### src/rtl/bout_controller.sv
// Match-level sequencer for the fencing game: start handshake, countdown, fight window,
// touch tallying with inter-point pause, and winner declaration. All outputs registered.
module bout_controller #(
    parameter int TICK_CYCLES     = 74_250_000,
    parameter int COUNTDOWN_TICKS = 3,
    parameter int PAUSE_TICKS     = 2,
    parameter int WIN_SCORE       = 5
) (
    input  logic       clk_pixel_in,
    input  logic       rst_n_in,
    input  logic       self_started_in,
    input  logic       opponent_started_in,
    input  logic       score_valid_in,
    input  logic       player_scored_in,
    input  logic       opponent_scored_in,
    input  logic       rematch_in,
    output logic [2:0] state_out,
    output logic [3:0] countdown_out,
    output logic       actions_enable_out,
    output logic       round_start_out,
    output logic       round_reset_out,
    output logic [3:0] player_score_out,
    output logic [3:0] opponent_score_out,
    output logic [1:0] winner_out
);

    localparam logic [2:0] S_IDLE       = 3'd0;
    localparam logic [2:0] S_WAIT_READY = 3'd1;
    localparam logic [2:0] S_COUNTDOWN  = 3'd2;
    localparam logic [2:0] S_FIGHT      = 3'd3;
    localparam logic [2:0] S_POINT      = 3'd4;
    localparam logic [2:0] S_MATCH_OVER = 3'd5;

    localparam int              TW         = $clog2(TICK_CYCLES);
    localparam logic [TW-1:0]   TICK_LAST  = TW'(TICK_CYCLES - 1);
    localparam logic [3:0]      CD_INIT    = 4'(COUNTDOWN_TICKS);
    localparam logic [3:0]      PAUSE_INIT = 4'(PAUSE_TICKS);
    localparam logic [3:0]      WIN        = 4'(WIN_SCORE);

    // Score increment that never passes the winning tally.
    function automatic logic [3:0] sat_inc(input logic [3:0] v, input logic hit);
        logic [3:0] r;
        if (hit && (v < WIN)) begin
            r = v + 4'd1;
        end else begin
            r = v;
        end
        return r;
    endfunction

    logic [2:0]    state_q, state_d;
    logic [TW-1:0] tick_q, tick_d;
    logic [3:0]    countdown_q, countdown_d;
    logic [3:0]    pause_q, pause_d;
    logic [3:0]    pscore_q, pscore_d;
    logic [3:0]    oscore_q, oscore_d;
    logic [1:0]    winner_q, winner_d;
    logic          enable_q, enable_d;
    logic          rstart_q, rstart_d;
    logic          rreset_q, rreset_d;

    logic          both_started_s;
    logic          tick_wrap_s;
    logic [TW-1:0] tick_inc_s;
    logic [3:0]    pscore_next_s;
    logic [3:0]    oscore_next_s;

    assign both_started_s = self_started_in & opponent_started_in;
    assign tick_wrap_s    = (tick_q == TICK_LAST);
    assign tick_inc_s     = tick_q + TW'(1);
    assign pscore_next_s  = sat_inc(pscore_q, player_scored_in);
    assign oscore_next_s  = sat_inc(oscore_q, opponent_scored_in);

    // Next-state and next-output logic for the match sequencer.
    always_comb begin
        state_d     = state_q;
        tick_d      = tick_q;
        countdown_d = countdown_q;
        pause_d     = pause_q;
        pscore_d    = pscore_q;
        oscore_d    = oscore_q;
        winner_d    = winner_q;
        enable_d    = enable_q;
        rstart_d    = 1'b0;
        rreset_d    = 1'b0;
        case (state_q)
            S_IDLE: begin
                if (self_started_in && opponent_started_in) begin
                    state_d     = S_COUNTDOWN;
                    countdown_d = CD_INIT;
                    tick_d      = '0;
                end else if (self_started_in) begin
                    state_d = S_WAIT_READY;
                end else begin
                    state_d = S_IDLE;
                end
            end
            S_WAIT_READY: begin
                if (both_started_s) begin
                    state_d     = S_COUNTDOWN;
                    countdown_d = CD_INIT;
                    tick_d      = '0;
                end else begin
                    state_d = S_WAIT_READY;
                end
            end
            S_COUNTDOWN: begin
                if (!both_started_s) begin
                    state_d     = S_WAIT_READY;
                    countdown_d = 4'd0;
                    tick_d      = '0;
                end else if (tick_wrap_s) begin
                    tick_d = '0;
                    // Last tick expiring opens the fight window; countdown reads 0 outside COUNTDOWN.
                    if (countdown_q == 4'd1) begin
                        state_d     = S_FIGHT;
                        countdown_d = 4'd0;
                        rstart_d    = 1'b1;
                        enable_d    = 1'b1;
                    end else begin
                        countdown_d = countdown_q - 4'd1;
                    end
                end else begin
                    tick_d = tick_inc_s;
                end
            end
            S_FIGHT: begin
                if (score_valid_in && (player_scored_in || opponent_scored_in)) begin
                    pscore_d = pscore_next_s;
                    oscore_d = oscore_next_s;
                    enable_d = 1'b0;
                    if ((pscore_next_s == WIN) || (oscore_next_s == WIN)) begin
                        state_d  = S_MATCH_OVER;
                        winner_d = {oscore_next_s == WIN, pscore_next_s == WIN};
                    end else begin
                        state_d  = S_POINT;
                        rreset_d = 1'b1;
                        tick_d   = '0;
                        pause_d  = PAUSE_INIT;
                    end
                end else begin
                    state_d = S_FIGHT;
                end
            end
            S_POINT: begin
                if (tick_wrap_s) begin
                    tick_d = '0;
                    if (pause_q == 4'd1) begin
                        state_d     = S_COUNTDOWN;
                        countdown_d = CD_INIT;
                    end else begin
                        pause_d = pause_q - 4'd1;
                    end
                end else begin
                    tick_d = tick_inc_s;
                end
            end
            S_MATCH_OVER: begin
                if (rematch_in) begin
                    pscore_d = 4'd0;
                    oscore_d = 4'd0;
                    winner_d = 2'b00;
                    if (both_started_s) begin
                        state_d     = S_COUNTDOWN;
                        countdown_d = CD_INIT;
                        tick_d      = '0;
                    end else begin
                        state_d = S_WAIT_READY;
                    end
                end else begin
                    state_d = S_MATCH_OVER;
                end
            end
            default: begin
                state_d     = S_IDLE;
                tick_d      = '0;
                countdown_d = 4'd0;
                pause_d     = 4'd0;
                pscore_d    = 4'd0;
                oscore_d    = 4'd0;
                winner_d    = 2'b00;
                enable_d    = 1'b0;
            end
        endcase
    end

    // State and output registers.
    always_ff @(posedge clk_pixel_in or negedge rst_n_in) begin
        if (!rst_n_in) begin
            state_q     <= S_IDLE;
            tick_q      <= '0;
            countdown_q <= 4'd0;
            pause_q     <= 4'd0;
            pscore_q    <= 4'd0;
            oscore_q    <= 4'd0;
            winner_q    <= 2'b00;
            enable_q    <= 1'b0;
            rstart_q    <= 1'b0;
            rreset_q    <= 1'b0;
        end else begin
            state_q     <= state_d;
            tick_q      <= tick_d;
            countdown_q <= countdown_d;
            pause_q     <= pause_d;
            pscore_q    <= pscore_d;
            oscore_q    <= oscore_d;
            winner_q    <= winner_d;
            enable_q    <= enable_d;
            rstart_q    <= rstart_d;
            rreset_q    <= rreset_d;
        end
    end

    assign state_out          = state_q;
    assign countdown_out      = countdown_q;
    assign actions_enable_out = enable_q;
    assign round_start_out    = rstart_q;
    assign round_reset_out    = rreset_q;
    assign player_score_out   = pscore_q;
    assign opponent_score_out = oscore_q;
    assign winner_out         = winner_q;

endmodule

### config.mk
export PLATFORM = sky130hd
export DESIGN_NAME = bout_controller
export DESIGN_NICKNAME = d
export VERILOG_FILES = /design/src/rtl/bout_controller.sv
export SDC_FILE = /design/constraint.sdc
export NUM_CORES = 1
export LEC_CHECK = 0
export CAP_MARGIN = 20
export CELL_PAD_IN_SITES_DETAIL_PLACEMENT = 0
export CELL_PAD_IN_SITES_GLOBAL_PLACEMENT = 1
export CORE_UTILIZATION = 30
export DETAILED_ROUTE_END_ITERATION = 16
export PLACE_DENSITY_LB_ADDON = 0.08
export SYNTH_ARGS = -nofsm -noshare
export SYNTH_HDL_FRONTEND = slang
export SYNTH_SLANG_ARGS = --single-unit
### constraint.sdc
create_clock -name clk_pixel_in -period 4.5 [get_ports clk_pixel_in]
set_input_delay 0.45 -clock clk_pixel_in [delete_from_list [all_inputs] [get_ports clk_pixel_in]]
set_output_delay 0.45 -clock clk_pixel_in [all_outputs]
set_load 0.05 [all_outputs]
* Word level (Yosys, flattened, before mapping)
Index checks and enable logic that the tools add are counted.
** Operators by class
- Bitwise logic cells :: 5
- Magnitude comparators :: 2
- Mux-type cells :: 57
- Reduce and logical (&&, ||, !) cells :: 17
- Add/subtract/negate cells :: 5
- Eq/ne operators :: 23
** Operators by type and width (count)
- $mux W27 :: 7
- $pmux W27 S6 :: 1
- $mux W4 :: 17
- $pmux W4 S3 :: 3
- $add A27 B1 Y27 const B :: 1
- $eq A27 B27 Y1 const B :: 1
- $pmux W4 S6 :: 1
- $ne A2 B2 Y1 const B :: 11
- $mux W3 :: 7
- $pmux W3 S6 :: 1
- $mux W1 :: 13
- $reduce_and A4 Y1 :: 3
- $reduce_or A4 Y1 :: 3
- $mux W2 :: 5
- $reduce_and A5 Y1 :: 2
- $add A4 B1 Y4 const B :: 2
- $eq A4 B1 Y1 const B :: 2
- $eq A4 B3 Y1 const B :: 2
- $lt A4 B3 Y1 const B :: 2
- $sub A4 B1 Y4 const B :: 2
- $eq A3 B2 Y1 const B :: 2
- $eq A3 B3 Y1 const B :: 2
- $ne A3 B3 Y1 const B :: 2
- $pmux W2 S3 :: 1
- other kinds (9) :: 16
** Word-level totals
- Logic and storage cells :: 119
- Input bits :: 8
- Output and inout bits :: 20
- Register bits :: 51

* Logic depth before layout (Yosys ltp)
Gate-level depths: netlist (run 1).
- Depth in word-level cells :: 8
- Mapped depth :: 10
- Depth with buffers taken out :: 8

* Worst setup path before layout (run 1)
No wires, ideal clock.
- Kind :: reg2reg
- Start :: register tick_q[5]
- End :: register tick_q[21]
- Path buffers :: 4
- Period minus slack after synthesis :: 2.659 ns
- Setup time :: 0.138 ns
- Stages on the path, launching flop included :: 11
- Required time :: 4.362 ns
- Arrival time :: 2.520 ns
- Path slack :: 1.841 ns
- Path through :: dfrtp_1 buf_6 or4_1 or4_4 or2_1 buf_6 and2_2 clkbuf_1 buf_2 a41oi_1 a31oi_1
** Between the ends
- Longest elaborated chain between the ends :: 4
- Elaborated cells on any way between the ends :: 5
- Those cells by class :: add/sub: 1; eq/ne: 1; mux: 3
** RTL lines
- from (decl) :: line 52 : logic [TW-1:0] tick_q, tick_d;
- from (signal assigned) :: line 202 : tick_q <= tick_d;
- $add A27 B1 Y27 / $eq A27 B27 Y1 (equally long branches) :: line 70, 69
- $mux W27 (*) :: line 112, 146
- $mux W27 :: line 108 : if (!both_started_s) begin
- $pmux W27 S6 (*) :: line 86 : case (state_q)
Every way passes the cells marked *; elsewhere a longest branch is shown, timed or not.
A chain may end at the register's enable or synchronous reset.

* Worst setup path in the final report (run 1)
- Start :: register oscore_q[0] (netlist: opponent_score_out[0])
- End :: register tick_q[12]
** Between the ends
- Longest elaborated chain between the ends :: 7
- Elaborated cells on any way between the ends :: 8
- Those cells by class :: add/sub: 1; order compare: 1; eq/ne: 2; mux: 1; reduce/logical: 3
** RTL lines
- from (decl) :: line 56 : logic [3:0] oscore_q, oscore_d;
- from (signal assigned) :: line 206 : oscore_q <= oscore_d;
- $lt A4 B3 Y1 :: line 43 : if (hit && (v < WIN)) begin
- $logic_and A1 B1 Y1 :: line 43
- $mux W4 (*) :: line 43
- $eq A4 B3 Y1 (*) :: line 132 : if ((pscore_next_s == WIN) || (oscore_next_s == WIN)) begin
- $logic_or A1 B1 Y1 (*) :: line 132
- $ne A2 B2 Y1 (no source line) (*)
- $reduce_and A4 Y1 (no source line) (*)
Marked as above.

==> impl_results.md, run 1 <==
* Outcome: finished, final reports clean
* Multi-input logic area at between 1500 and 2000 um^2
* N_diodes at 0
* Vias at about 2800
* DRC viols at 0
* Max VDD drop at around 0.2 mV
* WP data arrival at 3190 ps
* Placed Area at ~3500 um^2
* Wirelength per Cell at 15.3 um
* Total CTS buffers at 5
* Antenna violations before repair at 0
* Post-synth ARST share at 1.00
* Least-Margin Pin Slew at between 700 and 800 ps
* Top cell type by total area after synthesis: dfrtp_1
* Chip Width at between 100 and 150 um
* Fillers at slightly above 1000
* Top post-synthesis cells by count: dfrtp_1 (51), nand2_1 (42), nor2_1 (30)
* Nets at 400
* P&R area growth vs syn at 16.2%
* Pwr dens at between 400 and 500 nW/um^2
* Most frequent cell after synthesis: dfrtp_1
* # port buffers at 27
* Biggest cell delay along the critical path at between 600 and 700 ps
* Placeable Area at slightly below 10000 um^2
* R2R Setup Slk at around 1500 ps
* Maximum clock rate at 333 MHz
* R2R depth at 9
* Crit. End Element: flop
* Final Instance Area at 3580 um^2
* Yosys warns at 0
* Static leakage at 1.48 nW
* Post-synthesis cell type count at just over 50
* Clock tree buffer depth at 2
* Grt met2 use at 0.254
* GRT busiest layer: met2
* Gate Count Post-Synth at 362
* Slew Limit Fails at 0
* Die ar. at 10700 um^2
* Reg clk slew, reported paths at 100 ps
* Synth Register Bits at just over 50
* Ranking of synthesized cells by area: dfrtp_1 (41%), nand2_1 (5.1%), a31oi_1 (4.7%)
* Post-synthesis sequential area ratio at 0.414
* Grt ovf at 0
* Grt met1 use at 0.225
* Place WS at about 1200 ps
* Crit path cell chain: inv_1 > ha_1 > nand2b_1 > and3_1 > o211ai_1 > a31oi_1 > nor2_1 > buf_4 > a31oi_1
* Total placed cells including tap cells at just over 500
* Share of the synthesized area in the top cell type at 0.414
* Sink Count at about 50
* Final wirelength at ~7900 um
* First-pass GRT wire length at approximately 13000 um
* Critical setup path kind: flop to flop
* Slew Limit Headroom at 0.482
* Crit path max fanout at 12
* CP startpoint: opponent_score_out[0]$_DFFE_PN0P_
* CTS tree: built
* Detail Route Antenna Nets at 0
* Root buffer cell: clkbuf_8
* Vias in the first global route at about 2600
* Hold Buf Count CTS at 0
* Most used cell, CP: a31oi_1
* Setup crit end: tick_q[12]$_DFFE_PN0P_
* Period utilization at 0.668
* RSZ-0062 raised after global routing: false
* Final Hold Viols at 0
* Critical R2R Capture: tick_q[12]$_DFFE_PN0P_
* Synthesized area at 3080 um^2
* Final std cells w/o fill at around 520
* Total Power at about 1.5 mW
* Worst hold-check path type: primary input to asynchronous set/reset pin
* DR vias/cell at 5.34
* Die Y at between 100 and 150 um
* Setup repair bufs after CTS at 0
* Row count at 36
* Met3 global-route usage at 0.0316
* Worst setup margin at 1490 ps
* GRT Resource Usage Total at 0.160
* Share of layout cells above drive strength 1 at 0.0625
* IO Pins at 28
* Synthesized area per cell at between 8 and 9 um^2
* CTS resizes at 0
* DR pass1 iterations at 4
* Final HPWL DP at 5460 um
* Final core occ at 0.363
* Worst-Skew Late Latency at 310 ps
* Register area at 1280 um^2
* Synth Flop Type: dfrtp_1
* Initial Utilization at 0.312
* Syn Nets at ~380
* DRT iter0 DRCs at 95
* Crit path launch type: flop
* Post-layout minimum cycle time at approximately 3000 ps
* Setup_tns at 0 ps
* EDFF count, synth at 0
* Hold slack at 258 ps
* Critical Path Slowest Stage Cell: nor2_1
* Routability congestion estimate at between 0.8 and 0.9
* Largest net degree at the start of global routing at 52
* R2r startpoint: opponent_score_out[0]$_DFFE_PN0P_
* Total of max-cap violations at 0
* Final setup vio count at 0
* Worst EP required at roughly 4700 ps
* Worst Skew at between 7 and 8 ps
* H-tree levels at 2
==> flip-flops by register name, indices dropped and copies added (netlist names) <==
| name | count |
|---|---|
| round_reset_out | 1 |
| countdown_out | 4 |
| player_score_out | 4 |
| state_out | 3 |
| winner_out | 2 |
| actions_enable_out | 1 |
| pause_q | 4 |
| opponent_score_out | 4 |
| round_start_out | 1 |
| tick_q | 27 |
==> critical path, delay by kind of cell, from the launching register on <==
family                     cells  cell delay, ps
buffers and inverters          2             410
AOI/OAI and AO/OA              3             760
DFF                            1             460
and+or+nand+nor                3            1010
adders and majority gates      1             230
==> logic make-up (layout without fill, tap and decap cells) <==
group / count (synthesis) / count (layout) / share of synthesized area
AND/OR/NAND/NOR: 152 / 152 / 0.252
AO/OA/AOI/OAI: 113 / 113 / 0.237
flip-flops: 51 / 51 / 0.414
buffers and inverters: 33 / 55 / 0.0459
adder cells (fa/ha/maj): 9 / 9 / 0.0365
multiplexers: 4 / 4 / 0.0146
==> layer usage <==
metal / routed length, um / part of all wire
met1: 4070 / 0.51
met5: 0 / 0
met4: 58 / 0.0073
met2: 3570 / 0.45
met3: 227 / 0.029
==> power breakdown <==
part | leakage (nW) | internal, mW | total (mW) | switching, mW
logic | 0.725 | 0.207 | 0.607 | 0.399
registers | 0.695 | 0.503 | 0.595 | 0.0926
clock network | 0.0612 | 0.180 | 0.345 | 0.165
==> area by class of cell <==
class                           instances  area share
Multi-Input combinational cell        278       0.465
Sequential cell                        51       0.357
Timing Repair Buffer                   31      0.0825
Clock inverter                          2     0.00979
Tap cell                              133      0.0465
Inverter                               16      0.0168
Clock buffer                            6      0.0231
==> cells in the final DEF, fill, tap and decap left out, types with 7 or more instances in the layout <==
cell | Yosys | layout
a21o_1 | 8 | 8
a21oi_1 | 24 | 24
a31oi_1 | 23 | 23
and3_1 | 10 | 10
clkdlybuf4s50_1 | 0 | 26
dfrtp_1 | 51 | 51
ha_1 | 9 | 9
inv_1 | 16 | 16
nand2_1 | 42 | 42
nand3_1 | 14 | 14
nand4_1 | 7 | 7
nor2_1 | 30 | 30
nor3_1 | 10 | 10
o21ai_0 | 18 | 18
==> worst min-delay path by stage <==
stage                              startpoint                             end  slack, ps  depth (start not counted)
2_1_floorplan                        rst_n_in  actions_enable_out$_DFFE_PN0P_        150                          0
3_3_place_gp   actions_enable_out$_DFFE_PN0P_  actions_enable_out$_DFFE_PN0P_        490                          1
3_5_place_dp   actions_enable_out$_DFFE_PN0P_  actions_enable_out$_DFFE_PN0P_        490                          1
4_1_cts                              rst_n_in    countdown_out[3]$_DFFE_PN0P_        290                          2
5_1_grt                              rst_n_in    countdown_out[2]$_DFFE_PN0P_        330                          2
6_report                             rst_n_in    countdown_out[3]$_DFFE_PN0P_        260                          2
No activity file was read; power rests on OpenSTA's default activity.
==> run 2, diff against run 1 <==
==> constraint.sdc (replaced) <==
create_clock -name clk_pixel_in -period 2.6 [get_ports clk_pixel_in]
set_input_delay 0.26 -clock clk_pixel_in [delete_from_list [all_inputs] [get_ports clk_pixel_in]]
set_output_delay 0.26 -clock clk_pixel_in [all_outputs]
set_load 0.05 [all_outputs]
==> run 2 against run 1 <==
Net effect:
- final cell count grew 3.7%
- core utilization grew 1.4 points
- cell area grew 3.9%
- register-to-register slack lost 1400 ps
- worst setup slack lost 1400 ps
- global-route usage grew 0.77 points
- critical path depth shrank 3
- wire length grew 5.0%
- power grew 71%
- hold slack gained 250 ps
- fmax grew 21%
==> impl_results.md, run 2 (synthesis gave the netlist of run 1 again) <==
* Post-layout minimum cycle time at 2480 ps (-523 ps)
* Final wirelength at 8320 um (+5.0%)
* Max VDD drop at 0.427 mV (+110%)
* Slew Limit Headroom at 0.548 (+0.0657)
* Nets at 419 (+4.8%)
* Worst EP required at 2850 ps (-1840 ps)
* Root buffer cell: clkbuf_8
* Final std cells w/o fill at 536 (+3.7%)
* Pwr dens at 713 nW/um^2 (+65%)
* Combinational Power Share at 0.470 (+0.078)
* RSZ-0062 raised after global routing: false
* IO Pins at 28 (unchanged)
* Crit path max fanout at 4 (-8)
* Most frequent cells in the layout: dfrtp_1 (51), nand2_1 (42), nor2_1 (30)
* Worst Skew at 8.85 ps (+1.02 ps)
* First-pass GRT wire length at 14000 um (+5.9%)
* Static leakage at 1.57 nW (+6.1%)
* Share of layout cells above drive strength 1 at 0.102 (+0.0392)
* Slew Limit Fails at 0 (unchanged)
* Detail Route Antenna Nets at 0 (unchanged)
* Total of max-cap violations at 0 (unchanged)
* Final core occ at 0.377 (+0.0143)
* Worst-Skew Late Latency at 310 ps (about the same)
* Int Pwr at 1.50 mW (+68%)
* Total CTS buffers at 5 (unchanged)
* Vias in the first global route at 2683 (+4.0%)
* Grt ovf at 0 (unchanged)
* Die Y at 103 um (unchanged)
* Final HPWL DP at 5860 um (+7.4%)
* Initial Utilization at 0.312 (unchanged)
* Vias at 2785 (+0.87%)
* DR pass1 iterations at 4 (unchanged)
* Row count at 36 (unchanged)
* Largest register by flop count: tick_q
* Clock tree buffer depth at 2 (unchanged)
* Critical setup path kind: flop to flop
* Largest net degree at the start of global routing at 33 (-37%)
* Final Hold Viols at 0 (unchanged)
* Period utilization at 0.955 (+0.287)
* Least-Margin Pin Slew at 679 ps (-95.0 ps)
* Worst hold-check path type: flop to flop
* DRC viols at 0 (unchanged)
* Placeable Area at 9860 um^2 (unchanged)
* Most used cell, CP: or4_1
* Biggest cell delay along the critical path at 520 ps (-140 ps)
* Max reg flops at 27 (unchanged)
* WP data arrival at 2730 ps (-460 ps)
* # port buffers at 27 (unchanged)
* Crit path launch type: flop
* Outcome: finished, final reports clean
* Setup_tns at 0 ps (unchanged)
* Sequential share of power at 0.354 (-0.031)
* H-tree levels at 2 (unchanged)
* Maximum clock rate at 403 MHz (+21%)
* GRT busiest layer: met2
* DR vias/cell at 5.20 (-2.7%)
* Reg clk slew, reported paths at 90 ps (about the same)
* Clk network pwr share at 0.177 (-0.046)
* Sw Ratio at 0.436 (+0.0115)
* Antenna violations before repair at 0 (unchanged)
* Grt met1 use at 0.252 (+0.0265)
* Commonest non-fill, non-tap cell in the layout: dfrtp_1
* P&R area growth vs syn at 20.7%
* CTS tree: built
* DRT iter0 DRCs at 84 (-12%)
* Sw Pwr at 1.16 mW (+76%)
* Critical Path Slowest Stage Cell: or4_1
* Sink Count at 51 (unchanged)
* Met3 global-route usage at 0.0228 (-0.00874)
* Crit path cell chain: or4_1 > or4_4 > or2_1 > or4_1 > a21oi_1 > a21o_1
* N_diodes at 0 (unchanged)
* Total placed cells including tap cells at 527 (+3.5%)
* Grt met2 use at 0.258 (+0.00458)
* GRT Resource Usage Total at 0.168 (+0.00768)
* Wirelength per Cell at 15.5 um (+1.2%)
* Final setup vio count at 0 (unchanged)
* Crit. End Element: flop
* Die ar. at 10700 um^2 (unchanged)
* Chip Width at 103 um (unchanged)
* Routability congestion estimate at 0.761 (-5.1%)
-- run 2: changes by cell type in the layout (fill, tap and decap cells not counted) --
cell	before	now
a31oi_1	23	22
a31oi_2	0	1
and2_2	1	0
and2_4	0	1
buf_12	0	2
buf_4	4	20
bufinv_16	1	0
clkbuf_1	0	2
clkbuf_8	6	5
dlygate4sd3_1	0	1
-- run 2: what timing repair did --
action	4_1_cts	5_1_grt
hold buffers	1	0
resized for setup	0	2
endpoints found under the hold margin	16	0
buffers inserted	0	0
setup endpoints to repair	0	18
-- run 2: power groups by stage --
| stage | combinational [mW] | sequential [mW] | clock (mW) |
|---|---|---|---|
| finish | 1.24 | 0.938 | 0.469 |
| global route | 1.38 | 0.952 | 0.510 |
| detailed placement | 1.25 | 0.952 | 0 |
| floorplan | 0.638 | 1.14 | 0 |
| global placement | 1.25 | 0.952 | 0 |
| CTS | 1.25 | 0.938 | 0.490 |
-- run 2: per-layer routing --
layer | up-vias | wire length, um
li1 | 1416 | -
met1 | 1337 | 4440
met2 | 30 | 3660
met3 | 2 | 185
met4 | 0 | 31
met5 | - | 0
-- run 2: through the flow --
stage	total power, mW	cell area (um^2)	worst slack, ps	hold slack, ps
2_1_floorplan	1.78	3090	4.31	-35.6
3_3_place_gp	2.20	3620	84.3	323
3_5_place_dp	2.20	3620	17.2	333
4_1_cts	2.68	3710	76.2	505
5_1_grt	2.84	3720	8.32	533
6_report	2.65	3720	116	505
-- run 2: area by class of cell --
| class | count | area [um^2] |
|---|---|---|
| timing repair buffer | 50 | 465 |
| clock buffer | 7 | 76.3 |
| fill | 1026 | 6140 |
| sequential | 51 | 1280 |
| inverter | 16 | 60.1 |
| tap | 133 | 166 |
| clock inverter | 1 | 5.00 |
| multi-input combinational | 278 | 1670 |
-- run 2: final timing paths --
path | startpoint | endpoint | slack [ps] | depth (start not counted)
min in group asynchronous | rst_n_in | player_score_out[3]$_DFFE_PN0P_ | 530 | 2
min reg2reg | tick_q[26]$_DFFE_PN0P_ | tick_q[26]$_DFFE_PN0P_ | 510 | 1
min | tick_q[26]$_DFFE_PN0P_ | tick_q[26]$_DFFE_PN0P_ | 510 | 1
max | tick_q[7]$_DFFE_PN0P_ | pause_q[3]$_DFFE_PN0P_ | 120 | 6
max reg2reg | tick_q[7]$_DFFE_PN0P_ | pause_q[3]$_DFFE_PN0P_ | 120 | 6
max in group asynchronous | rst_n_in | tick_q[22]$_DFFE_PN0P_ | 1480 | 3
-- run 2: critical path, delay by kind of cell, from the launching register on --
kind,cells,cell delay [ps]
compound gates,2,270
flops,1,390
simple gates,4,1780
==> run 3, diff against run 2 <==
--- a/config.mk
+++ b/config.mk
@@ -11,6 +11,7 @@
 export CORE_UTILIZATION = 30
 export DETAILED_ROUTE_END_ITERATION = 16
 export PLACE_DENSITY_LB_ADDON = 0.08
+export REMOVE_ABC_BUFFERS = 1
 export SYNTH_ARGS = -nofsm -noshare
 export SYNTH_HDL_FRONTEND = slang
 export SYNTH_SLANG_ARGS = --single-unit
==> run 3 against run 2 <==
Net effect:
- clock power is 19% higher
- register-to-register slack better by 20 ps
- first-iteration DRC count is 46% higher
- die area stayed put
- cell area hardly changed
- sequential share of layout area hardly changed
- sequential power is 4.6% higher
- combinational power is 6% lower
- clock-buffer cell count is 1 lower
- global-route usage is 0.23 points lower
- hold slack worse by 39 ps
- critical endpoint unchanged
- largest cell class unchanged
- largest power group unchanged
==> impl_results.md, run 3 (synthesis gave the netlist of run 1 again) <==
* Outcome: finished, final reports clean
* Total placed cells including tap cells at 523 (-0.76%)
* H-tree levels at 2 (unchanged)
* Period utilization at 0.949 (-0.00631)
* Detail Route Antenna Nets at 0 (unchanged)
* Die Y at 103 um (unchanged)
* Die ar. at 10700 um^2 (unchanged)
* Crit path cell chain: or4_1 > or4_4 > or2_4 > or4_1 > a21oi_2 > a21o_1
* Static leakage at 1.56 nW (-0.68%)
* Final wirelength at 8070 um (-3.1%)
* Final Hold Viols at 0 (unchanged)
* Antenna violations before repair at 0 (unchanged)
* P&R area growth vs syn at 20.7% (about the same)
* Reg clk slew, reported paths at 100 ps (about the same)
* Max VDD drop at 0.296 mV (-31%)
* Fillers at 1009 (-1.7%)
* Total of max-cap violations at 0 (unchanged)
* GRT Resource Usage Total at 0.165 (-0.00234)
* Maximum clock rate at 405 MHz (+0.66%)
* DR pass1 iterations at 4 (unchanged)
* Setup repair bufs after CTS at 0 (unchanged)
* Top Family by Delay on Critical Path: simple AND/OR/NAND/NOR gates
* Final setup vio count at 0 (unchanged)
* Final std cells w/o fill at 531 (-0.93%)
* Wirelength per Cell at 15.2 um (-2.2%)
* WP data arrival at 2720 ps (about the same)
* Row count at 36 (unchanged)
* Largest register by flop count: tick_q
* Total CTS buffers at 5 (unchanged)
* Worst EP required at 2850 ps (about the same)
* Root buffer cell: clkbuf_8
* Final Instance Area at 3720 um^2 (about the same)
* Crit path launch type: flop
* Multi-input logic area at 1680 um^2 (+0.37%)
* Max reg flops at 27 (unchanged)
* # port buffers at 27 (unchanged)
* Placed Area at 3590 um^2 (-0.83%)
* Crit path max fanout at 4 (unchanged)
* Most frequent cells in the layout: dfrtp_1 (51), nand2_1 (42), nor2_1 (30)
* Nets at 415 (-0.95%)
* Least-Margin Pin Slew at 542 ps (-137 ps)
* Critical Path Slowest Stage Cell: or4_1
* Initial Utilization at 0.312 (unchanged)
* Chip Width at 103 um (unchanged)
* Register area at 1280 um^2 (unchanged)
* Placeable Area at 9860 um^2 (unchanged)
* Post-layout minimum cycle time at 2470 ps (-16.4 ps)
* Met3 global-route usage at 0.0276 (+0.00470)
* Commonest non-fill, non-tap cell in the layout: dfrtp_1
* Clock tree buffer depth at 2 (unchanged)
* Pwr dens at 726 nW/um^2 (+1.9%)
* N_diodes at 0 (unchanged)
* Critical setup path kind: flop to flop
* Grt met2 use at 0.267 (+0.00866)
* DRT iter0 DRCs at 123 (+46%)
* Share of layout cells above drive strength 1 at 0.0980 (-0.00375)
* Crit. End Element: flop
* Final core occ at 0.377 (about the same)
* Slew Limit Fails at 0 (unchanged)
* Vias at 2813 (+1.0%)
* CP Buf/Inv Count at 0 (unchanged)
* Worst Skew at 7.90 ps (-0.952 ps)
* Biggest cell delay along the critical path at 530 ps (about the same)
* DR vias/cell at 5.30 (+2.0%)
* Largest net degree at the start of global routing at 52 (+58%)
* IO Pins at 28 (unchanged)
* GRT busiest layer: met2
* Sink Count at 51 (unchanged)
* Slew Limit Headroom at 0.636 (+0.0880)
* Worst-Skew Late Latency at 310 ps (about the same)
* First-pass GRT wire length at 13700 um (-2.2%)
* Worst hold-check path type: primary input to asynchronous set/reset pin
* Vias in the first global route at 2727 (+1.6%)
* Grt met1 use at 0.232 (-0.0195)
* DRC viols at 0 (unchanged)
* RSZ-0062 raised after global routing: false
* Most used cell, CP: or4_1
* CTS tree: built
* Final HPWL DP at 5620 um (-4.1%)
* Routability congestion estimate at 0.720 (-5.4%)
* Grt ovf at 0 (unchanged)
## run 3: tightest hold or removal path, delay by kind of cell
| kind | cells | cell delay, ps |
|---|---|---|
| buf+inv | 3 | 910 |
## run 3: path summary, 6_finish.rpt
check                                  startpoint                            to  slack [ps]  depth (start not counted)
max                         tick_q[7]$_DFFE_PN0P_        pause_q[3]$_DFFE_PN0P_         130                          6
min                                      rst_n_in  countdown_out[1]$_DFFE_PN0P_         470                          3
max in group asynchronous                rst_n_in        tick_q[24]$_DFFE_PN0P_        1890                          3
min reg2reg                tick_q[26]$_DFFE_PN0P_        tick_q[26]$_DFFE_PN0P_         490                          1
max reg2reg                 tick_q[7]$_DFFE_PN0P_        pause_q[3]$_DFFE_PN0P_         130                          6
min in group clk_pixel_in  tick_q[26]$_DFFE_PN0P_        tick_q[26]$_DFFE_PN0P_         490                          1
## run 3: layout make-up
| cell class | instances | area share |
|---|---|---|
| multi-input cells | 278 | 0.451 |
| flip-flops and latches | 51 | 0.343 |
| repair buffers | 46 | 0.117 |
| well taps | 133 | 0.0448 |
| clock buffers | 6 | 0.0195 |
| inverters | 16 | 0.0162 |
| clock inverters | 1 | 0.00808 |
## run 3: stage by stage
stage / setup TNS (ps) / setup slack [ps] / power, mW / hold WS (ps)
6_report: 0 / 133 / 2.70 / 466
4_1_cts: 0 / 15.7 / 2.73 / 489
3_5_place_dp: 0 / 3.48 / 2.16 / 283
5_1_grt: 0 / 61.5 / 2.89 / 521
3_3_place_gp: 0 / 65.6 / 2.17 / 283
2_1_floorplan: -6140 / -304 / 1.73 / -35.6
## run 3: where the power goes
| part | internal, mW | switching, mW | leakage, nW | total, mW |
|---|---|---|---|---|
| registers | 0.871 | 0.110 | 0.695 | 0.981 |
| logic | 0.408 | 0.753 | 0.814 | 1.16 |
| clock network | 0.283 | 0.274 | 0.0513 | 0.557 |
| total | 1.56 | 1.14 | 1.56 | 2.70 |
## run 3: repair_timing
item,CTS,global route
hold buffers,1,0
hold endpoints to repair,51,0
setup endpoints to repair,2,21
gates resized for setup,1,3
pin swaps,0,1
## run 3: metal layers
layer / vias up / part of all wire / wire length [um]
met2: 40 / 0.45 / 3670
met3: 6 / 0.022 / 177
met4: 0 / 0.0078 / 63
met5: - / 0 / 0
li1: 1411 / - / -
met1: 1356 / 0.52 / 4160
